<file path="config.mk">
export PLATFORM = sky130hd
export DESIGN_NAME = bitty_sequencer
export DESIGN_NICKNAME = d
export VERILOG_FILES = /design/src/rtl/bitty_pkg.sv /design/src/rtl/bitty_fetch_unit.sv /design/src/rtl/bitty_sequencer.sv
export SDC_FILE = /design/constraint.sdc
export NUM_CORES = 1
export LEC_CHECK = 0
export ABC_CLOCK_PERIOD_IN_PS = 4550
export BUFFER_PORTS_ARGS = -buffer_cell sky130_fd_sc_hd__buf_2
export CAP_MARGIN = 20
export CORE_MARGIN = 5
export CORE_UTILIZATION = 56
export CTS_BUF_LIST = sky130_fd_sc_hd__clkbuf_8
export DETAILED_ROUTE_END_ITERATION = 16
export HOLD_SLACK_MARGIN = 0.12
export PLACE_DENSITY = 0.87
export SYNTH_ARGS = -nofsm -noshare
export SYNTH_HDL_FRONTEND = slang
export SYNTH_HIERARCHICAL = 1
export SYNTH_SLANG_ARGS = --single-unit
</file>
<file path="constraint.sdc">
create_clock -name clk -period 4.55 [get_ports clk]
set_input_delay 0.455 -clock clk [delete_from_list [all_inputs] [get_ports clk]]
set_output_delay 0.455 -clock clk [all_outputs]
set_load 0.01 [all_outputs]
</file>
<file path="src/rtl/bitty_pkg.sv">
// bitty_pkg: shared states, instruction field positions and branch decode for the Bitty sequencer
package bitty_pkg;
    typedef enum logic [3:0] {
        IDLE, FETCH, ISSUE, LOAD, EXEC, WB, ADVANCE, HALTED, ERROR
    } state_t;
    localparam logic [1:0] FMT_ALU_R   = 2'b00;
    localparam logic [1:0] FMT_ALU_I   = 2'b01;
    localparam logic [1:0] FMT_BRANCH  = 2'b10;
    localparam logic [1:0] FMT_HALT    = 2'b11;
    localparam logic [1:0] COND_ALWAYS  = 2'b00;
    localparam logic [1:0] COND_ZERO    = 2'b01;
    localparam logic [1:0] COND_NONZERO = 2'b10;
    localparam logic [1:0] COND_NEVER   = 2'b11;
    localparam int RX_HI   = 15;
    localparam int RX_LO   = 13;
    localparam int RY_HI   = 12;
    localparam int RY_LO   = 10;
    localparam int FMT_HI  = 1;
    localparam int FMT_LO  = 0;
    localparam int COND_HI = 3;
    localparam int COND_LO = 2;
    localparam int TGT_HI  = 12;
    localparam int TGT_LO  = 5;
    function automatic logic branch_taken(input logic [1:0] cond, input logic [15:0] res);
        return cond != COND_NEVER && (cond == COND_ALWAYS || ((res == '0) == (cond == COND_ZERO)));
    endfunction
endpackage

</file>
<file path="src/rtl/bitty_fetch_unit.sv">
// bitty_fetch_unit: imem handshake, instruction capture and fetch timeout detection
module bitty_fetch_unit #(
    parameter int FETCH_TIMEOUT = 16
) (
    input  logic        clk,
    input  logic        reset_n,
    input  logic        active,
    input  logic        imem_valid,
    input  logic [15:0] imem_data,
    output logic        fetch_done,
    output logic        fetch_timeout,
    output logic [15:0] instruction
);
    localparam int TW = $clog2(FETCH_TIMEOUT + 1);
    logic [TW-1:0] tmo_q, tmo_d;
    logic [15:0]   instr_q, instr_d;
    // timeout fires on the last allowed cycle so ERROR is entered exactly FETCH_TIMEOUT cycles in
    always_comb begin
        fetch_done    = active && imem_valid;
        fetch_timeout = active && !imem_valid && tmo_q == TW'(FETCH_TIMEOUT - 1);
        tmo_d         = (active && !imem_valid && !fetch_timeout) ? tmo_q + TW'(1) : '0;
        instr_d       = fetch_done ? imem_data : instr_q;
    end
    // counter and instruction register
    always_ff @(posedge clk or negedge reset_n) begin
        if (!reset_n) begin
            tmo_q   <= '0;
            instr_q <= '0;
        end else begin
            tmo_q   <= tmo_d;
            instr_q <= instr_d;
        end
    end
    assign instruction = instr_q;
endmodule

</file>
<file path="src/rtl/bitty_sequencer.sv">
// bitty_sequencer: fetch/issue FSM stepping the Bitty datapath through load, compute and write-back
module bitty_sequencer
    import bitty_pkg::*;
#(
    parameter int PC_WIDTH      = 8,
    parameter int FETCH_TIMEOUT = 16,
    parameter int CNT_WIDTH     = 16
) (
    input  logic                 clk,
    input  logic                 reset_n,
    input  logic                 start,
    input  logic                 step_mode,
    input  logic                 halt_req,
    output logic                 imem_req,
    output logic [PC_WIDTH-1:0]  imem_addr,
    input  logic                 imem_valid,
    input  logic [15:0]          imem_data,
    output logic [15:0]          instruction,
    output logic                 en_i,
    output logic                 en_s,
    output logic                 en_c,
    output logic [7:0]           en_reg,
    input  logic [15:0]          last_result,
    output logic [PC_WIDTH-1:0]  pc,
    output logic                 busy,
    output logic                 halted,
    output logic                 fetch_err,
    output logic [CNT_WIDTH-1:0] instr_count
);
    state_t                state_q, state_d;
    logic [PC_WIDTH-1:0]   pc_q, pc_d;
    logic [CNT_WIDTH-1:0]  cnt_q, cnt_d;
    logic                  req_q, en_i_q, en_s_q, en_c_q, busy_q, halted_q, err_q;
    logic [7:0]            en_reg_q;
    logic                  fetch_done, fetch_timeout;
    logic [1:0]            fmt;
    bitty_fetch_unit #(.FETCH_TIMEOUT(FETCH_TIMEOUT)) u_fetch (
        .clk          (clk),
        .reset_n      (reset_n),
        .active       (req_q),
        .imem_valid   (imem_valid),
        .imem_data    (imem_data),
        .fetch_done   (fetch_done),
        .fetch_timeout(fetch_timeout),
        .instruction  (instruction)
    );
    assign fmt = instruction[FMT_HI:FMT_LO];
    // next state, branch resolution and retire counting
    always_comb begin
        state_d = state_q;
        case (state_q)
            IDLE:    state_d = start ? FETCH : IDLE;
            FETCH:   state_d = fetch_done ? ISSUE : fetch_timeout ? ERROR : FETCH;
            ISSUE:   state_d = (fmt == FMT_ALU_R || fmt == FMT_ALU_I) ? LOAD :
                               fmt == FMT_BRANCH ? ADVANCE : HALTED;
            LOAD:    state_d = EXEC;
            EXEC:    state_d = WB;
            WB:      state_d = ADVANCE;
            ADVANCE: state_d = halt_req ? HALTED : step_mode ? IDLE : FETCH;
            HALTED:  state_d = start ? FETCH : HALTED;
            default: state_d = ERROR;
        endcase
        pc_d  = state_q != ADVANCE ? pc_q :
                (fmt == FMT_BRANCH && branch_taken(instruction[COND_HI:COND_LO], last_result)) ?
                PC_WIDTH'(instruction[TGT_HI:TGT_LO]) : pc_q + PC_WIDTH'(1);
        cnt_d = (state_q == ADVANCE || (state_q == ISSUE && fmt == FMT_HALT)) ?
                cnt_q + CNT_WIDTH'(1) : cnt_q;
    end
    // state register with outputs registered from the next state so each enable lines up with its phase
    always_ff @(posedge clk or negedge reset_n) begin
        if (!reset_n) begin
            state_q  <= IDLE;
            pc_q     <= '0;
            cnt_q    <= '0;
            req_q    <= 1'b0;
            en_i_q   <= 1'b0;
            en_s_q   <= 1'b0;
            en_c_q   <= 1'b0;
            en_reg_q <= '0;
            busy_q   <= 1'b0;
            halted_q <= 1'b0;
            err_q    <= 1'b0;
        end else begin
            state_q  <= state_d;
            pc_q     <= pc_d;
            cnt_q    <= cnt_d;
            req_q    <= state_d == FETCH;
            en_i_q   <= state_d == ISSUE;
            en_s_q   <= state_d == LOAD;
            en_c_q   <= state_d == EXEC;
            en_reg_q <= state_d == WB ? 8'd1 << instruction[RX_HI:RX_LO] : 8'd0;
            busy_q   <= state_d != IDLE && state_d != HALTED;
            halted_q <= state_d == HALTED;
            err_q    <= err_q || fetch_timeout;
        end
    end
    assign imem_req    = req_q;
    assign imem_addr   = pc_q;
    assign pc          = pc_q;
    assign en_i        = en_i_q;
    assign en_s        = en_s_q;
    assign en_c        = en_c_q;
    assign en_reg      = en_reg_q;
    assign busy        = busy_q;
    assign halted      = halted_q;
    assign fetch_err   = err_q;
    assign instr_count = cnt_q;
endmodule

</file>
* After elaboration in Yosys (flattened, before gate mapping)
Cells that the tools add are included.
** Word-level totals
- Logic and storage cells :: 70
- Input bits :: 38
- Register bits :: 64
** Operators by class
- Equal/unequal tests :: 22
- Muxes and demuxes :: 12
- Shift operators :: 1
- Reductions and logical operators :: 19
- $add $sub $neg :: 3
** Operators by type and width (number)
- $pmux W4 S8 :: 1
- $eq A4 B3 Y1 const B :: 7
- $add A16 B1 Y16 const B :: 1
- $eq A4 B2 Y1 const B :: 4
- $logic_not A16 Y1 :: 1
- $mux W8 :: 2
- $mux W3 :: 3
- $add A8 B1 Y8 const B :: 1
- $eq A4 B1 Y1 const B :: 2
- $logic_and A1 B1 Y1 :: 8
- $mux W4 :: 2
- $ne A4 B3 Y1 const B :: 2
- $shl A1 B3 Y8 const A :: 1
- $add A5 B1 Y5 const B :: 1
- $eq A5 B4 Y1 const B :: 1
- $mux W5 :: 1
- $eq A2 B1 Y1 const B :: 2
- $eq A2 B2 Y1 const B :: 2
- $logic_not A2 Y1 :: 2
- $logic_not A4 Y1 :: 1
- $logic_or A1 B1 Y1 :: 4
- $reduce_bool A4 Y1 :: 1
- $mux W1 :: 3
- $logic_not A1 Y1 :: 2
- other kinds (2) :: 2

* Depth between registers and ports, before layout
Gate-level depths: netlist of run 1.
- Depth in word-level cells :: 8
- Depth in mapped cells :: 9

* Cells and area by module
Netlist of run 1, hierarchy kept.
** By module, submodules not included
- bitty_sequencer :: area an instance 2162.1 um2, cells an instance 206, times used 1, sequential area each 1076.0 um2
- bitty_fetch_unit :: area an instance 883.3 um2, cells an instance 56, times used 1, sequential area each 525.5 um2

* Worst setup path after synthesis of run 1
No wires, ideal clock.
- Path type :: register to register
- Start :: register u_fetch.tmo_q[0]
- End :: register busy_q, in the netlist busy
- Cell stages (with the launch flop) :: 10
- Path buffers :: 0
- Setup time :: 0.119 ns
- Clock period less this slack :: 1.988 ns
- Path slack :: 2.562 ns
- Arrival :: 1.869 ns
- Cell sequence :: dfrtp_1 ha_1 and3_1 ha_1 and3b_1 nor3b_1 o21ai_0 and3_1 nor3_1 o21ba_2
** On the way
- Longest elaborated chain between the ends :: 7
- Elaborated cells between the ends (all ways) :: 8
- Those cells by class :: eq/ne: 2; mux: 3; reduce/logical: 3
** Ends and longest elaborated chain
- start: declaration :: RTL line bitty_fetch_unit.sv:15 : logic [TW-1:0] tmo_q, tmo_d;
- start signal: assignment :: RTL line bitty_fetch_unit.sv:30 : tmo_q <= tmo_d;
- $eq A5 B4 Y1 * :: RTL line bitty_fetch_unit.sv:20 : fetch_timeout = active && !imem_valid && tmo_q == TW'(FETCH_TIMEOUT - 1);
- $logic_and A1 B1 Y1 * :: RTL line bitty_fetch_unit.sv:20
- via fetch_timeout :: RTL line bitty_sequencer.sv:35 : logic fetch_done, fetch_timeout;
- $mux W4 * (2 in series) :: RTL line bitty_sequencer.sv:53 : FETCH: state_d = fetch_done ? ISSUE : fetch_timeout ? ERROR : FETCH;
- $pmux W4 S8 * :: RTL line bitty_sequencer.sv:51 : case (state_q)
- $ne A4 B3 Y1 or $reduce_bool A4 Y1 (tied branches) :: RTL line bitty_sequencer.sv:92 : busy_q <= state_d != IDLE && state_d != HALTED;
- $logic_and A1 B1 Y1 * :: RTL line bitty_sequencer.sv:92
- end signal: assignment :: RTL line bitty_sequencer.sv:80 : busy_q <= 1'b0;
- end signal: assignment :: RTL line bitty_sequencer.sv:92
- end: declaration :: RTL line bitty_sequencer.sv:33 : logic req_q, en_i_q, en_s_q, en_c_q, busy_q, halted_q, err_q;
Mark *: on every way through the listed nets, which the timed path passes. The rest lies on a longest branch.
A chain may end at the register's enable or synchronous reset.

* Worst setup path in the final report of run 1
Same ends and word-level chain as after synthesis.

==> out/metrics.csv, run 1 <==
metric;value;unit
crit_start;u_fetch/tmo_q[0];
clock_insertion_delay_worst_skew;0.33;ns
core_area;0.00520;sq mm
yosysTopAreaCell;dfrtp_1;
period_share;49.5;%
vias;2313;
postCtsSetupBuffers;0;
final_cell_mix;100 x buf_2, 64 x dfrtp_1, 22 x nor2_1;
dp_cells;418;
endpoint;busy;
antennaDiodeCount;0;
slowest_stage;dfrtp_1;
synth_top_family_by_area;simple AND/OR/NAND/NOR gates;
cts_resized;0;
drt-pass1-iter-count;7;
syn_inst;262;
ios;101;
ant_nets;0;
rsz0062_at_grt;false;
avgSynthCellArea;11.6;sq um
antenna_found_initial;0;
syn_area;0.00305;sq mm
crit_type;flop to flop;
gp_congestion;0.839;
power.total;0.00238;W
synthMuxAreaShare;10.5;%
area_growth;24.8;%
final_common_cell;buf_2;
final_nets;401;
synth-compound-area-share;6.41;%
fill_cells;382;
seq_area;0.00160;sq mm
ff2ff_setup_slack;2.30;ns
drt_wl_total;6830;um
r2r_start;u_fetch/tmo_q[0];
place_area;0.00353;sq mm
tns;0;ns
layout-drive-gt1-share;41.5;%
grt.overflow.total;0;
end_kind;flop;
final-setup-viol-count;0;
r2r_end;busy;
die_w;83.7;um
grt_pass1_vias;2295;
synth.distinct_cells;52;
ctsHoldBuffers;0;
cts-root-buf;clkbuf_8;
synth_xor_area_share;4.60;%
numClockSinks;64;
grt_pass1_wl;11300;um
yosys.area_share.simple;19.6;%
status;finished, final reports clean;
cts_made_buffers;9;
path_cells;ha_1 -> and3_1 -> ha_1 -> and3b_1 -> nor3b_1 -> o21ai_0 -> and3_1 -> nor3_1 -> o21ba_2;
htree_levels;3;
yosysWarnings;6;
syn_nets;304;
hold_path.class;input pin to asynchronous set/reset pin;
fmax;444;MHz
synthTopCellsByArea;dfrtp_1 53%, mux2_4 4.4%, mux2_2 3.3%;
drv_slew;0;
wl_per_cell;15.7;um
synthFlopType;dfrtp_1;
startpoint_type;flop;
drt_iter0_drc;108;
period_minus_slack;2.25;ns
cpPeakStageDelay;0.40;ns
grt_start_max_net_pins;65;
drc;0;
design_area;0.00380;sq mm
slew_headroom;48.5;%
grtUsageTotal;20.1;%
cp.arrival;2.47;ns
multiInputGateArea;0.00130;sq mm
clock_path_buffers;2;
initial_core_util;58.5;%
worstMarginPinSlew;0.772;ns
final_cells;434;
ir_worst_vdd;0.000460;V
clk_pin_slew_worst_paths;0.08;ns
finalHoldViolations;0;
synth_top_area_share;52.6;%
synth-edff-count;0;
io_buffers;100;
yosysSeqAreaShare;52.6;%
power.density;626;mW/mm^2
die_h;83.7;um
synth_fa_ha_area_share;1.64;%
max-cap-violations;0;
dp_hpwl;4910;um
fin_util;73.0;%
cts_tree;done;
reg2regPathDepth;9;
dieArea;0.00701;sq mm
crit_required;4.77;ns
power.leakage;2.01;nW
clock_skew;0.0111;ns
async_flop_share;100;%
path_max_fanout;4;
avgViaCountPerCell;5.33;
ys_ff_latch;64;
num_rows;26;
-- how the worst min path moves through the flow --
stage / startpoint / endpoint / slack, ns / cells past startpoint
floorplan: reset_n / busy / 0.16 / 0
global placement: u_fetch/tmo_q[0] / u_fetch/tmo_q[0] / 0.44 / 1
detailed placement: fetch_err / fetch_err / 0.45 / 1
CTS: reset_n / instr_count[4] / 0.30 / 2
global route: imem_data[13] / u_fetch/instruction[13] / 0.33 / 2
finish: reset_n / instr_count[2] / 0.27 / 2
-- synth_stat cells (all sizes together), types with 2 or more instances --
cell	instances
dfrtp	64
nor2	23
nand2	21
mux2	18
buf	11
nand3	10
inv	9
xnor2	9
a21oi	7
and3	7
mux2i	7
nor4	7
xor2	7
nand2b	6
a2bb2oi	5
nand4	5
nor3	5
clkbuf	4
ha	4
o21ai	4
nor2b	3
nor4b	3
and3b	2
o211ai	2
o21a	2
o21ba	2
or2	2
or3b	2
-- stage by stage --
stage	setup slack [ns]	hold slack (ns)
after floorplan	2.56	0.159
after global placement	2.48	0.443
after detailed placement	2.33	0.455
after CTS	2.29	0.302
after global routing	2.13	0.334
final	2.30	0.269
-- critical path, delay by kind of cell (launching register included) --
family	cells	cell delay [ns]
AO/OA/AOI/OAI	2	0.30
adder cells (fa/ha/maj)	2	0.44
flip-flops	1	0.40
AND/OR/NAND/NOR	5	1.00
-- per-layer routing --
layer	vias to the layer above	GRT usage (%)	part of all wire [%]	routed length (um)
li1	1106	-	-	-
met1	1110	24.8	42	2880
met2	88	33.6	49	3380
met3	9	5.43	7.0	479
met4	0	7.89	1.4	96
met5	-	0	0	0
-- cell families (layout without fill, tap and decap cells) --
family | count (synthesis) | after routing
simple gates | 102 | 102
flops | 64 | 64
compound gates | 27 | 27
mux | 25 | 25
buf+inv | 24 | 126
xor+xnor | 16 | 16
fa+ha+maj | 4 | 4
-- final cells by class --
type                       instances  share of cell area (%)
inverter                           9                   0.889
clock inverter                     6                    3.46
tap                               70                    2.30
sequential                        64                    42.1
clock buffer                      10                    3.62
multi-input combinational        174                    34.2
timing repair buffer             101                    13.4
-- power breakdown --
part | total (W) | switching, W | internal [W]
registers | 0.000922 | 0.000190 | 0.000731
clock network | 0.000653 | 0.000220 | 0.000433
logic | 0.000805 | 0.000407 | 0.000397
(Power assumes the default switching activity.)
==> inputs of run 2 (changes only) <==
Settings changed: ABC_CLOCK_PERIOD_IN_PS 4550 to 2100, CORE_UTILIZATION 56 to 52, PLACE_DENSITY 0.87 to 0.82.
Clock period 4.55 ns to 2.1 ns, I/O delays scaled along.
==> run 2 against run 1 <==
Effect of this change:
- via count rose by 4.8%
- cell count rose by 5.1%
- critical path depth did not move
- utilization fell by 2.6 points
- routed wire length rose by 3.9%
- die area rose by 6.8%
- clock skew fell by 0.0026 ns
- sequential share of layout area fell by 1.6 points
- power rose by 100%
- count of clock-buffer cells in the layout did not move
==> out/metrics.csv, run 2 (synthesis gave the netlist of run 1 again) <==
metric;value;unit;change
ant_nets;0;;unchanged
avgViaCountPerCell;5.32;;-0.22%
cts_tree;done;;
drv_slew;0;;unchanged
fill_cells;436;;+14%
antennaDiodeCount;0;;unchanged
startpoint_type;flop;;
final_cell_mix;100 x buf_2, 64 x dfrtp_1, 22 x nor2_1;;
io_buffers;100;;unchanged
crit_required;2.31;ns;-2.46 ns
clock_skew;0.00847;ns;-0.00261 ns
status;finished, final reports clean;;
path_cells;ha_2 -> and3_1 -> ha_2 -> and3b_2 -> nor3b_2 -> o21ai_0 -> and3_1 -> nor3_2 -> o21ba_2;;
cp.arrival;2.26;ns;-0.21 ns
final-setup-viol-count;0;;unchanged
initial_core_util;54.3;%;-4.2 points
final_nets;422;;+5.2%
core_area;0.00561;sq mm;+7.7%
drt_wl_total;7100;um;+3.9%
numClockSinks;64;;unchanged
period_share;97.6;%;+48 points
period_minus_slack;2.05;ns;-0.202 ns
crit_family;simple AND/OR/NAND/NOR gates;;
slowest_stage;dfrtp_1;;
ir_worst_vdd;0.000792;V;+72%
area_growth;29.7;%;
finalHoldViolations;0;;unchanged
end_kind;flop;;
cts_made_buffers;9;;unchanged
drt-pass1-iter-count;5;;-2
num_rows;27;;+3.8%
hold_path.class;input pin to flop;;
clk_pin_slew_worst_paths;0.07;ns;about the same
drc;0;;unchanged
clock_insertion_delay_worst_skew;0.33;ns;about the same
grt_pass1_vias;2447;;+6.6%
cts-root-buf;clkbuf_8;;
power.density;1230;mW/mm^2;+97%
path_max_fanout;4;;unchanged
max-cap-violations;0;;unchanged
antenna_found_initial;0;;unchanged
crit_type;flop to flop;;
slew_headroom;63.3;%;+15 points
die_w;86.5;um;+3.3%
layout-drive-gt1-share;42.2;%;+0.70 points
grt.overflow.total;0;;unchanged
ios;101;;unchanged
timing.hold.ws;0.136;ns;-0.134 ns
grt_start_max_net_pins;42;;-35%
drt_iter0_drc;103;;-4.6%
gp_congestion;0.866;;+3.3%
die_h;86.5;um;+3.3%
design_area;0.00395;sq mm;+4.0%
wl_per_cell;15.6;um;-1.1%
place_area;0.00357;sq mm;+1.1%
tns;0;ns;unchanged
dp_hpwl;5070;um;+3.3%
grt_pass1_wl;11800;um;+4.3%
htree_levels;3;;unchanged
cpPeakStageDelay;0.39;ns;about the same
worstMarginPinSlew;0.551;ns;-0.221 ns
grtUsageTotal;20.0;%;-0.14 points
dieArea;0.00749;sq mm;+6.8%
power.leakage;2.07;nW;+3.3%
final_common_cell;buf_2;;
cp_num_buf_inv;0;;unchanged
vias;2425;;+4.8%
fmax;488;MHz;+9.9%
clock_path_buffers;2;;unchanged
run 2: path summary, 6_finish.rpt:
check,from,to,slack (ns),depth (start not counted)
min in group asynchronous,reset_n,instr_count[0],0.40,2
max reg2reg,u_fetch/tmo_q[0],busy,0.05,9
max in group asynchronous,reset_n,imem_addr[4],1.10,3
max,u_fetch/tmo_q[0],busy,0.05,9
min,imem_data[3],u_fetch/instruction[3],0.14,2
min reg2reg,instr_count[15],instr_count[15],0.47,1
run 2: report_power, final:
| part | leakage, nW | switching [W] | total, W | internal [W] |
|---|---|---|---|---|
| registers | 0.829 | 0.000413 | 0.00200 | 0.00159 |
| logic | 1.14 | 0.000932 | 0.00187 | 0.000941 |
| clock network | 0.103 | 0.000440 | 0.00100 | 0.000564 |
| total | 2.07 | 0.00178 | 0.00488 | 0.00309 |
run 2: repair_timing:
item                                   in CTS  in global routing
endpoints found under the hold margin      36                  1
hold buffers                               14                  1
pin swaps                                   1                  1
setup endpoints to repair                   2                  2
resized for setup                           4                  2
setup buffers                               2                  1
run 2: per-layer routing:
| layer | GRT usage (%) | up-vias | part of all wire, % |
|---|---|---|---|
| li1 | - | 1142 | - |
| met3 | 3.80 | 13 | 6.4 |
| met2 | 34.8 | 82 | 52 |
| met4 | 7.79 | 0 | 1.2 |
| met1 | 24.4 | 1188 | 40 |
| met5 | 0 | - | 0 |
run 2: layout make-up:
| class | instances | area (sq um) | area share (%) |
|---|---|---|---|
| Sequential cell | 64 | 1600 | 40.5 |
| Timing Repair Buffer | 122 | 716 | 18.1 |
| Multi-Input combinational cell | 174 | 1320 | 33.5 |
| Clock inverter | 5 | 48.8 | 1.24 |
| Clock buffer | 10 | 138 | 3.48 |
| Tap cell | 72 | 90.1 | 2.28 |
| Inverter | 9 | 33.8 | 0.855 |
run 2: through the flow:
step | utilization [%] | setup WS, ns | power (W) | instances
finish | 70.4 | 0.0512 | 0.00488 | 456
global route | 70.4 | -0.000759 | 0.00520 | 456
CTS | 70.1 | 0.00694 | 0.00490 | 454
detailed placement | 63.6 | -0.108 | 0.00383 | 423
global placement | 63.6 | 0.0699 | 0.00375 | 423
floorplan | - | 0.112 | 0.00322 | 262
run 2: worst reg2reg max path, delay by kind of cell (launching register included):
family | cells | cell delay (ns)
AND/OR/NAND/NOR | 5 | 0.91
flip-flops | 1 | 0.39
adder cells (fa/ha/maj) | 2 | 0.38
AO/OA/AOI/OAI | 2 | 0.26
==> inputs of run 3 (changes only) <==
Settings changed: ABC_CLOCK_PERIOD_IN_PS 2100 to 2400, CORE_UTILIZATION 52 to 56, PLACE_DENSITY 0.82 to 0.87.
Clock period 2.1 ns to 2.4 ns, I/O delays scaled along.
==> run 3 against run 2 <==
Effect of this change:
- clock skew about the same
- power down 16%
- critical path depth unchanged
- utilization up 1.1 points
- register-to-register slack better by 0.17 ns
- sequential share of layout area up 2.5 points
- combinational power down 18%
- hold slack better by 0.0042 ns
- critical endpoint unchanged
- largest power group unchanged
- highest routed layer unchanged
==> out/metrics.csv, run 3 (synthesis gave the netlist of run 1 again) <==
metric;value;unit;change
status;finished, final reports clean;;
end_kind;flop;;
worstMarginPinSlew;0.681;ns;+0.130 ns
power.leakage;1.98;nW;-4.6%
p_int;0.00256;W;-17%
seq_area;0.00160;sq mm;unchanged
drt-pass1-iter-count;4;;-1
clock_skew;0.00883;ns;+0.000363 ns
p_sw_share;37.2;%;+0.60 points
cp_num_buf_inv;0;;unchanged
fmax;459;MHz;-5.9%
fill_cells;400;;-8.3%
io_buffers;100;;unchanged
die_w;83.7;um;-3.2%
endpoint;busy;;
antennaDiodeCount;0;;unchanged
crit_required;2.62;ns;+0.31 ns
cp.arrival;2.39;ns;+0.13 ns
ff2ff_setup_slack;0.22;ns;+0.17 ns
setup_slack;0.222;ns;+0.171 ns
dp_cells;418;;-1.2%
final_cell_mix;100 x buf_2, 64 x dfrtp_1, 22 x nor2_1;;
multiInputGateArea;0.00130;sq mm;-1.7%
finalHoldViolations;0;;unchanged
gp_congestion;0.863;;-0.42%
slowest_stage;dfrtp_1;;
crit_type;flop to flop;;
reg2regPathDepth;9;;unchanged
clkPwrFrac;19.5;%;-1.1 points
r2r_start;u_fetch/tmo_q[0];;
grt_pass1_vias;2340;;-4.4%
crit_start;u_fetch/tmo_q[0];;
vias;2321;;-4.3%
die_h;83.7;um;-3.2%
num_rows;26;;-3.7%
clk_pin_slew_worst_paths;0.07;ns;about the same
grtUsageTotal;20.2;%;+0.19 points
dp_worst_setup_slack;0.216;ns;+0.325 ns
hold_path.class;input pin to flop;;
drt_wl_total;6780;um;-4.4%
ctsHoldBuffers;1;;-13
period_share;90.8;%;-6.8 points
area_growth;22.3;%;
grt_pass1_wl;11300;um;-4.6%
drc;0;;unchanged
dieArea;0.00701;sq mm;-6.3%
clock_insertion_delay_worst_skew;0.33;ns;about the same
ir_worst_vdd;0.000705;V;-11%
htree_levels;3;;unchanged
cpPeakStageDelay;0.40;ns;about the same
dp_hpwl;5110;um;+0.79%
drt_iter0_drc;87;;-16%
drv_slew;0;;unchanged
rsz0062_at_grt;false;;
r2r_end;busy;;
grt_start_max_net_pins;37;;-12%
ios;101;;unchanged
core_area;0.00520;sq mm;-7.2%
antenna_found_initial;0;;unchanged
clock_path_buffers;2;;unchanged
cts-root-buf;clkbuf_8;;
p_switching;0.00152;W;-15%
cts_made_buffers;9;;unchanged
startpoint_type;flop;;
initial_core_util;58.5;%;+4.2 points
path_max_fanout;4;;unchanged
p_seq_share;42.7;%;+1.7 points
power.density;1100;mW/mm^2;-11%
postCtsSetupBuffers;0;;-2
max-cap-violations;0;;unchanged
tns;0;ns;unchanged
ant_nets;0;;unchanged
cts_tree;done;;
avgViaCountPerCell;5.35;;+0.56%
period_minus_slack;2.18;ns;+0.129 ns
final_cells;434;;-4.8%
grt.overflow.total;0;;unchanged
path_cells;ha_1 -> and3_1 -> ha_1 -> and3b_1 -> nor3b_1 -> o21ai_0 -> and3_1 -> nor3_1 -> o21ba_2;;
wl_per_cell;15.6;um;+0.45%
power.total;0.00408;W;-16%
cts_resized;0;;-4
critical_path_cell_count;9;;unchanged
slew_headroom;54.6;%;-8.7 points
final-setup-viol-count;0;;unchanged
crit_family;simple AND/OR/NAND/NOR gates;;
numClockSinks;64;;unchanged
layout-drive-gt1-share;41.5;%;-0.70 points
final_nets;402;;-4.7%
p_comb_share;37.8;%;-0.6 points
final_common_cell;buf_2;;
## run 3: changes by cell type in the layout (fill, tap and decap cells not counted), sizes merged
cell,change
bufinv,-1
inv,-1
buf,-6
dlygate4sd3,-14
clkbuf,+1
clkinv,+1
## run 3: final cells by class
class / count / area share, %
clock buffer: 11 / 4.06
clock inverter: 4 / 0.537
inverter: 9 / 0.907
multi-input combinational: 174 / 34.9
sequential: 64 / 43.0
tap: 70 / 2.35
timing repair buffer: 102 / 14.2
## run 3: how the worst min path moves through the flow
stage | start | slack, ns | cells after the start | endpoint
4_1_cts | imem_data[12] | 0.12 | 2 | u_fetch/instruction[12]
3_3_place_gp | reset_n | 0.30 | 1 | instr_count[4]
6_report | imem_data[12] | 0.14 | 2 | u_fetch/instruction[12]
2_1_floorplan | reset_n | -0.06 | 0 | busy
3_5_place_dp | reset_n | 0.32 | 1 | instr_count[4]
5_1_grt | imem_data[8] | 0.13 | 2 | u_fetch/instruction[8]
## run 3: routing by layer
metal / GRT usage, % / part of all wire [%] / up-vias
met5: 0 / 0 / -
met2: 35.1 / 51 / 92
met3: 5.53 / 7.7 / 8
li1: - / - / 1107
met1: 23.8 / 40 / 1114
met4: 7.46 / 1.0 / 0
## run 3: worst register-to-register path, cell delays in order (launching register included)
cell and delay (ns):
dfrtp_1 0.40, ha_1 0.23, and3_1 0.19, ha_1 0.22
and3b_1 0.20, nor3b_1 0.16, o21ai_0 0.08, and3_1 0.22
nor3_1 0.19, o21ba_2 0.19
## run 3: power by group through the flow
stage	registers [W]	logic, W	clock network [W]
2_1_floorplan	0.00179	0.00102	0
3_3_place_gp	0.00174	0.00150	0
3_5_place_dp	0.00175	0.00155	0
4_1_cts	0.00174	0.00156	0.000818
5_1_grt	0.00180	0.00168	0.000866
6_report	0.00174	0.00154	0.000798
## run 3: per-stage QoR
step / instance area [sq um] / utilization (%) / hold slack (ns)
after global routing: 3720 / 71.6 / 0.129
after floorplan: 3050 / - / -0.0556
after detailed placement: 3540 / 68.1 / 0.320
after global placement: 3540 / 68.1 / 0.303
final: 3720 / 71.6 / 0.140
after CTS: 3720 / 71.6 / 0.125
